<file path="config.mk">
export PLATFORM = sky130hd
export DESIGN_NAME = etapa_mem_wb_ext
export DESIGN_NICKNAME = d
export VERILOG_FILES = /design/src/rtl/etapa_mem_wb_ext.sv
export SDC_FILE = /design/constraint.sdc
export NUM_CORES = 1
export LEC_CHECK = 0
export BUFFER_PORTS_ARGS = -buffer_cell sky130_fd_sc_hd__buf_2
export CORE_MARGIN = 3
export CORE_UTILIZATION = 40
export DETAILED_ROUTE_END_ITERATION = 7
export PLACE_DENSITY = 0.73
export SYNTH_ARGS = -nofsm -noshare
export SYNTH_HDL_FRONTEND = slang
export SYNTH_SLANG_ARGS = --single-unit
</file>
<file path="constraint.sdc">
create_clock -name i_clk -period 4.9 [get_ports i_clk]
set_input_delay 0.245 -clock i_clk [delete_from_list [all_inputs] [get_ports i_clk]]
set_output_delay 0.245 -clock i_clk [all_outputs]
set_load 0.01 [all_outputs]
</file>
<file path="src/rtl/etapa_mem_wb_ext.sv">
// -----------------------------------------------------------------------------
// etapa_mem_wb_ext
// MEM/WB pipeline register with debug stepping, stall/flush control, a sticky
// HALT latch and a saturating retired-instruction counter.
//
// Ports
//   i_clk, i_reset        clock; synchronous active-low reset
//   i_Step                debug enable, 0 freezes all state
//   i_Stall, i_Flush      hold contents / load a bubble (flush wins)
//   i_Valid               incoming MEM slot carries a real instruction
//   i_PC4, i_Instruction,
//   i_ALU, i_DatoMemoria  MEM-stage data (NBITS each)
//   i_RegistroDestino     destination register index (RNBITS)
//   i_MemToReg, i_RegWrite,
//   i_Halt                write-back controls, HALT marker
//   o_*                   registered copies of the above
//   o_WriteData           selected write-back value
//   o_RegWriteEff         register-file write enable actually used
//   o_Halt                sticky: a valid HALT has reached WB
//   o_Retired             saturating count of valid instructions loaded
//
// Handshake: there is no back-pressure. An instruction is accepted on any
// rising edge where reset is inactive, i_Step=1, o_Halt=0, i_Flush=0 and
// i_Stall=0; i_Valid qualifies it and becomes o_Valid one cycle later.
// -----------------------------------------------------------------------------
module etapa_mem_wb_ext #(
  parameter int NBITS   = 32,
  parameter int RNBITS  = 5,
  parameter int CNTBITS = 16
) (
  input  logic               i_clk,
  input  logic               i_reset,
  input  logic               i_Step,
  input  logic               i_Stall,
  input  logic               i_Flush,
  input  logic               i_Valid,
  input  logic [NBITS-1:0]   i_PC4,
  input  logic [NBITS-1:0]   i_Instruction,
  input  logic [NBITS-1:0]   i_ALU,
  input  logic [NBITS-1:0]   i_DatoMemoria,
  input  logic [RNBITS-1:0]  i_RegistroDestino,
  input  logic               i_MemToReg,
  input  logic               i_RegWrite,
  input  logic               i_Halt,
  output logic [NBITS-1:0]   o_PC4,
  output logic [NBITS-1:0]   o_Instruction,
  output logic [NBITS-1:0]   o_ALU,
  output logic [NBITS-1:0]   o_DatoMemoria,
  output logic [RNBITS-1:0]  o_RegistroDestino,
  output logic               o_MemToReg,
  output logic               o_RegWrite,
  output logic               o_Valid,
  output logic [NBITS-1:0]   o_WriteData,
  output logic               o_RegWriteEff,
  output logic               o_Halt,
  output logic [CNTBITS-1:0] o_Retired
);

  localparam logic [CNTBITS-1:0] CNT_MAX = {CNTBITS{1'b1}};
  localparam logic [CNTBITS-1:0] CNT_ONE = {{(CNTBITS-1){1'b0}}, 1'b1};

  logic [NBITS-1:0]   r_pc4;
  logic [NBITS-1:0]   r_instruction;
  logic [NBITS-1:0]   r_alu;
  logic [NBITS-1:0]   r_dato;
  logic [RNBITS-1:0]  r_rd;
  logic               r_memtoreg;
  logic               r_regwrite;
  logic               r_valid;
  logic               r_halt;
  logic [CNTBITS-1:0] r_retired;

  logic               w_load;
  logic [NBITS-1:0]   w_write_data;
  logic               w_regwrite_eff;

  // Stage may change only when stepping and not halted; halt freezes
  // everything including flush, only reset escapes it.
  logic w_active;
  assign w_active = i_Step && !r_halt;
  assign w_load   = w_active && !i_Flush && !i_Stall;

  always_ff @(posedge i_clk) begin
    if (!i_reset) begin
      r_pc4         <= '0;
      r_instruction <= '0;
      r_alu         <= '0;
      r_dato        <= '0;
      r_rd          <= '0;
      r_memtoreg    <= 1'b0;
      r_regwrite    <= 1'b0;
      r_valid       <= 1'b0;
      r_halt        <= 1'b0;
      r_retired     <= '0;
    end else if (w_active && i_Flush) begin
      // Bubble: counter is left untouched.
      r_pc4         <= '0;
      r_instruction <= '0;
      r_alu         <= '0;
      r_dato        <= '0;
      r_rd          <= '0;
      r_memtoreg    <= 1'b0;
      r_regwrite    <= 1'b0;
      r_valid       <= 1'b0;
    end else if (w_load) begin
      r_pc4         <= i_PC4;
      r_instruction <= i_Instruction;
      r_alu         <= i_ALU;
      r_dato        <= i_DatoMemoria;
      r_rd          <= i_RegistroDestino;
      r_memtoreg    <= i_MemToReg;
      r_regwrite    <= i_RegWrite;
      r_valid       <= i_Valid;
      if (i_Valid) begin
        // Saturate rather than wrap.
        if (r_retired != CNT_MAX) begin
          r_retired <= r_retired + CNT_ONE;
        end
        // The HALT instruction itself is captured and counted above.
        if (i_Halt) begin
          r_halt <= 1'b1;
        end
      end
    end
  end

  assign w_write_data   = r_memtoreg ? r_dato : r_alu;
  // Bubbles and writes to the hard-wired zero register never write.
  assign w_regwrite_eff = r_regwrite && r_valid && (r_rd != '0);

  assign o_PC4             = r_pc4;
  assign o_Instruction     = r_instruction;
  assign o_ALU             = r_alu;
  assign o_DatoMemoria     = r_dato;
  assign o_RegistroDestino = r_rd;
  assign o_MemToReg        = r_memtoreg;
  assign o_RegWrite        = r_regwrite;
  assign o_Valid           = r_valid;
  assign o_WriteData       = w_write_data;
  assign o_RegWriteEff     = w_regwrite_eff;
  assign o_Halt            = r_halt;
  assign o_Retired         = r_retired;

endmodule

</file>
==> results of run 1 <==
path summary, 6_finish.rpt:
check,startpoint,end,slack [ps],cells past startpoint
min reg2reg,o_Instruction[19]$_SDFFE_PP0P_,o_Instruction[19]$_SDFFE_PP0P_,450,2
min,i_ALU[17],o_ALU[17]$_SDFFE_PP0P_,70,3
max,o_Halt$_SDFFE_PN0P_,o_Retired[10]$_SDFFE_PN0P_,2440,4
max reg2reg,o_Halt$_SDFFE_PN0P_,o_Retired[10]$_SDFFE_PN0P_,2440,4
synthesized netlist by cell type, drive strengths merged (2+ instances only):
| master | count |
|---|---|
| a21oi | 150 |
| and4 | 3 |
| buf | 3 |
| clkbuf | 50 |
| dfxtp | 153 |
| inv | 3 |
| mux2 | 32 |
| mux2i | 3 |
| nand2 | 279 |
| nand2b | 3 |
| nand3 | 5 |
| nand3b | 2 |
| nand4 | 8 |
| nor2 | 3 |
| nor4 | 3 |
| nor4b | 2 |
| o21ai | 5 |
| o31ai | 8 |
| or3 | 5 |
| or4 | 8 |
power groups by stage:
| stage | combinational [W] | sequential, W | clock (W) |
|---|---|---|---|
| detailed placement | 0.000215 | 0.00132 | 0 |
| CTS | 0.000216 | 0.00129 | 0.00146 |
| global placement | 0.000214 | 0.00132 | 0 |
| global route | 0.000238 | 0.00129 | 0.00152 |
| finish | 0.000214 | 0.00129 | 0.00143 |
| floorplan | 0.0000920 | 0.00133 | 0 |
cells by family (layout without fill, tap and decap cells):
kind of cell,count (synthesis),after routing,share of synthesized area
adders and majority gates,1,1,0.00213
muxes,35,35,0.0665
and+or+nand+nor,324,324,0.230
buffers and inverters,56,368,0.0358
AOI/OAI and AO/OA,164,164,0.144
DFF,153,153,0.522
area by class of cell:
| type | instances | area share |
|---|---|---|
| Tap cell | 180 | 0.0273 |
| Clock buffer | 21 | 0.0558 |
| Multi-Input combinational cell | 524 | 0.317 |
| Timing Repair Buffer | 333 | 0.204 |
| Clock inverter | 11 | 0.0233 |
| Inverter | 3 | 0.00136 |
| Sequential cell | 153 | 0.371 |
state kept, by name (all words and copies together), names as in the netlist, 5 cells and up:
name               cells
o_DatoMemoria         32
o_RegistroDestino      5
o_Retired             16
o_ALU                 32
o_PC4                 32
o_Instruction         32
metrics by stage:
stage          worst slack, ps  power (W)  instance area [um2]   util  cells
2_1_floorplan             2870    0.00142                 5870      -    733
3_3_place_gp              2430    0.00153                 7600  0.539   1193
3_5_place_dp              2440    0.00153                 7600  0.539   1193
4_1_cts                   2430    0.00297                 8250  0.586   1225
5_1_grt                   2240    0.00305                 8250  0.586   1225
6_report                  2440    0.00294                 8250  0.586   1225
routing by layer:
layer  vias to the layer above  wire, um  GRT usage
met5                         -        12          0
met1                      2793      7220      0.254
met2                       225      9050      0.356
met3                        15      1590     0.0765
li1                       3051         -          -
met4                         2       199     0.0681
worst max-delay path, delay by kind of cell, from the launching register on:
kind               cells  cell delay [ps]
AOI/OAI and AO/OA      1              140
DFF                    1              340
and+or+nand+nor        3             1900
==> out/results.txt, run 1 <==
Sw Share: 0.219
Detailed Place HPWL: 13.0 mm
Max-cap viol count: 0
Largest net degree at the start of global routing: 96
Mapped cell area: 5870 um2
Flop pwr share: 0.439
Commonest cells after routing, fill and taps aside: buf_2 (327), nand2_1 (278), dfxtp_1 (153)
Syn_area_per_cell: 8.01 um2
Fraction of registers with async set/reset: 0
Post-CTS setup buffers: 0
N_diodes: 0
Clock network power share: 0.488
DR WL/cell: 14.8 um
Hold buffers post-CTS: 0
Remaining DRCs: 0
Top-area cell type share of the netlist area: 0.522
Setup crit end kind: flop
Register area share after synthesis: 0.522
Share of cells above drive strength 1: 0.384
Root Driver: clkbuf_16
Setup TNS: 0 ps
Sequential Area: 3060 um2
Tmin final: 2460 ps
# clock sinks: 153
Fin. Hold Viols: 0
CP max FO: 57
Critical-path top delay cell: or4b_4
Via Count: 6,086
Synth Register Bits: 153
Via density: 4.97
Most common cell after layout, fill and taps aside: buf_2
Iter 0 DRT Violations: 373
Setup CP Type: reg2reg
CTS tree: built
Port Buf Inserts: 327
Nets: 1,175
Final setup violation count: 0
First-pass GRT wire length: 27.7 mm
Critical-path cell list: or4b_4 -> or4_4 -> or4_1 -> a21oi_1
Post-synth EDFFs: 0
Total core area: 14,100 um2
Synth area leaders: dfxtp_1 (52%), nand2_1 (18%), a21oi_1 (13%)
Logic pwr share: 0.073
Syn Nets: 876
Die height: 127 um
Final worst path period share: 0.502
Worst-Margin Slew: 1030 ps
P_int: 0.00229 W
P&R area growth vs syn: 40.5%
First-pass iteration count of the detailed router: 5
Status: completed
Worst Hold Class: in2reg
Fillers: 1,340
Mapped Cells: 733
Multi-input logic area: 2620 um2
Row count: 43
Die area: 16,200 um2
Leakage power: 3.78 nW
Antenna-violating nets left: 0
PD cells: 356 nW/um2
YS warnings: 0
Post-cts resize count: 0
CP peak stage delay: 840 ps
GPL Wtd Cong: 0.852
Worst Skew: 5.26 ps
Dominant cell type by area after synthesis: dfxtp_1
Total global-route track usage: 0.212
Vias in the first global route: 5,520
Maximum vdd drop: 288 uV
Critical Path RT: 5240 ps
Clock buffer count from CTS: 17
P_sw: 0.000642 W
Crit path DAT: 2800 ps
Drt total wl: 18.1 mm
Main flop type after synthesis: dfxtp_1
Fmax achieved: 407 MHz
Initial Util: 0.417
Relative slew slack: 0.315
RSZ-0062 raised after global routing: no
H-tree depth: 4
Max Slew Vio Count: 0
Post-synth cell types: 26
Initial antenna violation count: 1
Die W: 127 um
Worst-path clk slew: 60 ps
# IOs: 328
Hold WS: 67.3 ps
Grt ovf: 0
Clk_lat worst skew: 410 ps
Max Root-Sink Buffers: 2
Startpoint types: flop
(Power assumes the default switching activity.)
==> run 2: changes to the inputs <==
--- a/config.mk
+++ b/config.mk
@@ -9,7 +9,7 @@
 export CORE_MARGIN = 3
 export CORE_UTILIZATION = 40
 export DETAILED_ROUTE_END_ITERATION = 7
-export PLACE_DENSITY = 0.73
+export PLACE_DENSITY = 0.76
 export SYNTH_ARGS = -nofsm -noshare
 export SYNTH_HDL_FRONTEND = slang
 export SYNTH_SLANG_ARGS = --single-unit
==> constraint.sdc (replaced) <==
create_clock -name i_clk -period 2.25 [get_ports i_clk]
set_input_delay 0.1125 -clock i_clk [delete_from_list [all_inputs] [get_ports i_clk]]
set_output_delay 0.1125 -clock i_clk [all_outputs]
set_load 0.01 [all_outputs]
==> out/results.txt, run 2 (synthesis results as in run 1) <==
# clock sinks: 153 (unchanged)
Relative slew slack: 0.515 (+0.200)
Nets: 1,315 (+12%)
Tmin final: 2110 ps (-349 ps)
Antenna-violating nets left: 0 (unchanged)
Max-cap viol count: 0 (unchanged)
Met1 wire length: 8.11 mm (+12%)
Startpoint types: flop
Fmax achieved: 474 MHz (+17%)
Critical-path cell list: or4b_4 -> or4_4 -> or4_1 -> a21oi_1
DR WL/cell: 16.2 um (+9.6%)
Iter 0 DRT Violations: 497 (+33%)
Initial antenna violation count: 0 (-1)
CTS tree: built
CP peak stage delay: 570 ps (-270 ps)
Most common cell after layout, fill and taps aside: buf_2
# IOs: 328 (unchanged)
Die area: 16,200 um2 (unchanged)
H-tree depth: 4 (unchanged)
Max Root-Sink Buffers: 2 (unchanged)
Commonest cells after routing, fill and taps aside: buf_2 (327), nand2_1 (278), dfxtp_1 (153)
Setup TNS: 0 ps (unchanged)
Worst Skew: 6.11 ps (+0.846 ps)
Status: completed
Final setup violation count: 0 (unchanged)
Total global-route track usage: 0.261 (+0.0487)
GPL Wtd Cong: 0.847 (-0.61%)
Critical-path top delay cell: or4b_4
P&R area growth vs syn: 63.5%
First-pass iteration count of the detailed router: 8 (+3)
Detailed Place HPWL: 12.9 mm (-0.69%)
Uppermost layer routed: met4
Place WS: 146 ps (-2290 ps)
Critical Path RT: 2590 ps (-2650 ps)
Die height: 127 um (unchanged)
RSZ-0062 raised after global routing: no
Clock buffer count from CTS: 17 (unchanged)
Worst-path clk slew: 60 ps (about the same)
Final worst path period share: 0.937 (+0.435)
Remaining DRCs: 0 (unchanged)
Grt ovf: 0 (unchanged)
Drt total wl: 22.0 mm (+22%)
Routed wl met2: 11.3 mm (+25%)
Vias in the first global route: 6,791 (+23%)
First-pass GRT wire length: 34.1 mm (+23%)
Die W: 127 um (unchanged)
Worst Hold Class: in2reg
Initial Util: 0.417 (unchanged)
Setup CP Type: reg2reg
Via Count: 7,013 (+15%)
Clk_lat worst skew: 410 ps (about the same)
Max Slew Vio Count: 0 (unchanged)
Via density: 5.14 (+3.5%)
Met3 wire len: 2.00 mm (+25%)
CP max FO: 6 (-89%)
Min setup slack post-route: 142 ps (-2300 ps)
PD cells: 651 nW/um2 (+83%)
Row count: 43 (unchanged)
Largest net degree at the start of global routing: 71 (-26%)
Maximum vdd drop: 562 uV (+95%)
Setup crit end kind: flop
Share of cells above drive strength 1: 0.342 (-0.0422)
Total core area: 14,100 um2 (unchanged)
Root Driver: clkbuf_16
Fin. Hold Viols: 0 (unchanged)
Crit path DAT: 2450 ps (-350 ps)
Port Buf Inserts: 327 (unchanged)
Leakage power: 4.34 nW (+15%)
Worst-Margin Slew: 728 ps (-300 ps)
-- run 2: cell types whose count changed in the layout (fill, tap and decap cells not counted), sizes merged --
cell	delta
dlygate4sd3	+136
buf	+4
bufinv	-4
clkbuf	+3
diode	+1
inv	-1
-- run 2: power by group --
part           switching, W  leakage (nW)  internal (W)
combinational      0.000333          2.82      0.000362
sequential        0.0000402          1.24       0.00277
clock               0.00107         0.280       0.00169
-- run 2: cell type report --
class                      instances  area, um2
multi-input combinational        524       2630
tap                              180        225
fill                             992       4490
clock inverter                     6       63.8
timing repair buffer             473       3100
inverter                           3       11.3
antenna                            1       2.50
sequential                       153       3060
clock buffer                      24        512
-- run 2: metal layers --
| layer | track usage | vias to the layer above |
|---|---|---|
| met2 | 0.467 | 380 |
| li1 | - | 3322 |
| met5 | 0 | - |
| met1 | 0.279 | 3244 |
| met4 | 0.106 | 0 |
| met3 | 0.0932 | 67 |
-- run 2: path summary, 6_finish.rpt --
check                           depth (start not counted)  slack, ps                            from                        endpoint
worst max register to register                          4        140             o_Halt$_SDFFE_PN0P_      o_Retired[10]$_SDFFE_PN0P_
worst min-delay path                                    3         40                         i_reset      o_Retired[13]$_SDFFE_PN0P_
worst min register to register                          2        450  o_Instruction[22]$_SDFFE_PP0P_  o_Instruction[22]$_SDFFE_PP0P_
worst max-delay path                                    4        140             o_Halt$_SDFFE_PN0P_      o_Retired[10]$_SDFFE_PN0P_
-- run 2: critical path: cells and delay by family, from the launching register on --
| family | cells | cell delay (ps) |
|---|---|---|
| compound gates | 1 | 140 |
| flops | 1 | 360 |
| simple gates | 3 | 1540 |
-- run 2: what timing repair did --
action	in CTS	in global routing
setup buffers	0	0
hold buffers	136	0
setup endpoints to repair	0	5
endpoints found under the hold margin	136	0
gates resized for setup	0	1
-- run 2: metrics by stage --
stage / hold WS, ps / total power [W] / cell area (um2) / utilization / cells
detailed placement: 358 / 0.00334 / 7660 / 0.543 / 1197
CTS: 18.4 / 0.00628 / 9590 / 0.681 / 1363
global route: 36.4 / 0.00648 / 9600 / 0.681 / 1363
global placement: 352 / 0.00334 / 7660 / 0.543 / 1197
finish: 39.1 / 0.00626 / 9600 / 0.681 / 1364
floorplan: 248 / 0.00309 / 5870 / - / 733
==> run 3: changes to the inputs <==
--- a/config.mk
+++ b/config.mk
@@ -5,11 +5,13 @@
 export SDC_FILE = /design/constraint.sdc
 export NUM_CORES = 1
 export LEC_CHECK = 0
+export ABC_AREA = 1
 export BUFFER_PORTS_ARGS = -buffer_cell sky130_fd_sc_hd__buf_2
 export CORE_MARGIN = 3
 export CORE_UTILIZATION = 40
 export DETAILED_ROUTE_END_ITERATION = 7
 export PLACE_DENSITY = 0.76
+export SLEW_MARGIN = 20
 export SYNTH_ARGS = -nofsm -noshare
 export SYNTH_HDL_FRONTEND = slang
 export SYNTH_SLANG_ARGS = --single-unit
==> out/results.txt, run 3 <==
R2R setup slack: 420 ps (+280 ps)
Hold Path Sink: o_ALU[10]$_SDFFE_PP0P_
Hold Crit Start: i_ALU[10]
First-pass iteration count of the detailed router: 5 (-3)
Initial Util: 0.414 (-0.00307)
Row count: 44 (+2.3%)
H-tree depth: 4 (unchanged)
Worst flop-to-flop path startpoint: o_Retired[0]$_SDFFE_PN0P_
Final setup violation count: 0 (unchanged)
Relative slew slack: 0.426 (-0.0889)
Setup CP Type: reg2reg
Crit path DAT: 2180 ps (-270 ps)
FF-to-FF End: o_Retired[7]$_SDFFE_PN0P_
Worst Skew: 7.80 ps (+1.69 ps)
Max Root-Sink Buffers: 2 (unchanged)
Worst-Margin Slew: 862 ps (+133 ps)
Clock buffer count from CTS: 17 (unchanged)
DR WL/cell: 15.3 um (-5.5%)
Tmin final: 1830 ps (-279 ps)
Dominant cell type by area after synthesis: dfxtp_1
Detailed Place HPWL: 13.7 mm (+6.5%)
Fmax achieved: 547 MHz (+15%)
PD cells: 641 nW/um2 (-1.6%)
Hold path cells: 3 (unchanged)
Startpoint types: flop
Leakage power: 4.43 nW (+2.0%)
Post-synth EDFFs: 0 (unchanged)
Die W: 130 um (+1.8%)
P&R area growth vs syn: 59.1%
Iter 0 DRT Violations: 401 (-19%)
Initial antenna violation count: 1 (+1)
CP max FO: 27 (+21)
Synth Register Bits: 153 (unchanged)
Mapped Cells: 832 (+14%)
Cells on worst reg2reg path: 10 (+6)
Maximum vdd drop: 450 uV (-20%)
Port Buf Inserts: 327 (unchanged)
Final worst path period share: 0.813 (-0.124)
Critical Path RT: 2600 ps (about the same)
Remaining DRCs: 0 (unchanged)
Fin. Hold Viols: 0 (unchanged)
Clk_lat worst skew: 410 ps (about the same)
Most common cell after layout, fill and taps aside: buf_2
Worst-path clk slew: 60 ps (about the same)
Post-synth cell types: 24 (-7.7%)
Mapped cell area: 6100 um2 (+3.9%)
Leading cell type by number of instances after synthesis: nand2_1
Antenna-violating nets left: 0 (unchanged)
Tot Pwr: 0.00622 W (-0.55%)
# IOs: 328 (unchanged)
First-pass GRT wire length: 33.8 mm (-1.0%)
Die height: 130 um (+1.8%)
Setup crit end kind: flop
Fraction of registers with async set/reset: 0 (unchanged)
Post-cts resize count: 0 (unchanged)
Synth area leaders: dfxtp_1 (50%), nand2_1 (18%), a21oi_1 (9.3%)
Largest net degree at the start of global routing: 88 (+24%)
Via density: 4.97 (-3.3%)
Worst Hold Class: in2reg
Top cells by count, synth: nand2_1 (288), dfxtp_1 (153), a21oi_1 (113)
CTS tree: built
GPL Wtd Cong: 0.853 (+0.71%)
Syn_area_per_cell: 7.33 um2 (-8.5%)
Top-area cell type share of the netlist area: 0.502 (-0.0196)
Setup TNS: 0 ps (unchanged)
Nets: 1,411 (+7.3%)
RSZ-0062 raised after global routing: no
Status: completed
Drt total wl: 22.3 mm (+1.3%)
YS warnings: 0 (unchanged)
Register area share after synthesis: 0.502 (-0.0196)
Main flop type after synthesis: dfxtp_1
Via Count: 7,270 (+3.7%)
N_diodes: 0 (-1)
Layout Cells excl Fill: 1,462 (+7.2%)
Commonest cells after routing, fill and taps aside: buf_2 (327), nand2_1 (287), dfxtp_1 (152)
Placed Cells: 1,298 (+8.4%)
Root Driver: clkbuf_16
Die area: 16,800 um2 (+3.7%)
Share of cells above drive strength 1: 0.300 (-0.0410)
Grt ovf: 0 (unchanged)
Syn Nets: 975 (+11%)
Max Slew Vio Count: 0 (unchanged)
# clock sinks: 153 (unchanged)
Total core area: 14,800 um2 (+4.7%)
Vias in the first global route: 6,839 (+0.71%)
Max-cap viol count: 0 (unchanged)
Total global-route track usage: 0.252 (-0.00883)
## run 3: logic make-up (layout without fill, tap and decap cells)
| logic type | Yosys count | after routing | synth area share |
|---|---|---|---|
| AND/OR/NAND/NOR | 390 | 390 | 0.260 |
| AO/OA/AOI/OAI | 177 | 177 | 0.158 |
| flip-flops | 153 | 153 | 0.502 |
| buffers and inverters | 111 | 557 | 0.0777 |
| adder cells (fa/ha/maj) | 1 | 1 | 0.00205 |
## run 3: layout make-up
class,count,area [um2]
Fill cell,1181,5040
Timing Repair Buffer,471,3090
Clock inverter,8,75.1
Multi-Input combinational cell,568,2570
Sequential cell,153,3060
Tap cell,184,230
Clock buffer,21,460
Inverter,57,215
## run 3: worst max-delay path, cell delays in order (launching register included)
cell and delay [ps]:
dfxtp_1 360, ha_1 250, nand2_1 90, nor2_1 50, nand2_2 120, nor2_4 60, nor2_4 500, nand2_1 120
nand2_1 90, inv_1 40, nor2_1 90
## run 3: power by group
group	total, W	internal (W)	leakage [nW]	switching [W]
registers	0.00282	0.00278	1.24	0.0000438
logic	0.000762	0.000380	2.94	0.000382
clock network	0.00264	0.00155	0.253	0.00108
total	0.00622	0.00472	4.43	0.00151
## run 3: timing repair
item                                   in CTS  in global routing
buffers inserted                            0                  0
hold buffers                              135                  0
endpoints found under the hold margin     135                  0
setup endpoints to repair                   0                  0
## run 3: through the flow
| stage | hold WS (ps) | utilization | area [um2] | setup slack [ps] |
|---|---|---|---|---|
| floorplan | 255 | - | 6100 | 743 |
| global placement | 360 | 0.530 | 7820 | 549 |
| detailed placement | 367 | 0.530 | 7820 | 453 |
| CTS | 7.20 | 0.658 | 9710 | 430 |
| global route | 19.3 | 0.658 | 9710 | 232 |
| finish | 35.9 | 0.658 | 9710 | 421 |
## run 3: how the worst max path moves through the flow
stage                               from                         end  slack (ps)  depth (start not counted)
2_1_floorplan  o_Retired[0]$_SDFFE_PN0P_  o_Retired[14]$_SDFFE_PN0P_         740                          9
3_3_place_gp   o_Retired[0]$_SDFFE_PN0P_   o_Retired[8]$_SDFFE_PN0P_         550                          9
3_5_place_dp   o_Retired[0]$_SDFFE_PN0P_   o_Retired[7]$_SDFFE_PN0P_         450                         10
4_1_cts        o_Retired[0]$_SDFFE_PN0P_   o_Retired[7]$_SDFFE_PN0P_         430                         10
5_1_grt        o_Retired[0]$_SDFFE_PN0P_   o_Retired[8]$_SDFFE_PN0P_         230                         10
6_report       o_Retired[0]$_SDFFE_PN0P_   o_Retired[7]$_SDFFE_PN0P_         420                         10
## run 3: metal layers
metal / GRT usage / up-vias / part of all wire
met4: 0.137 / 2 / 0.043
met1: 0.278 / 3318 / 0.38
li1: - / 3528 / -
met5: 0 / - / 0.00031
met2: 0.441 / 332 / 0.50
met3: 0.0684 / 90 / 0.074
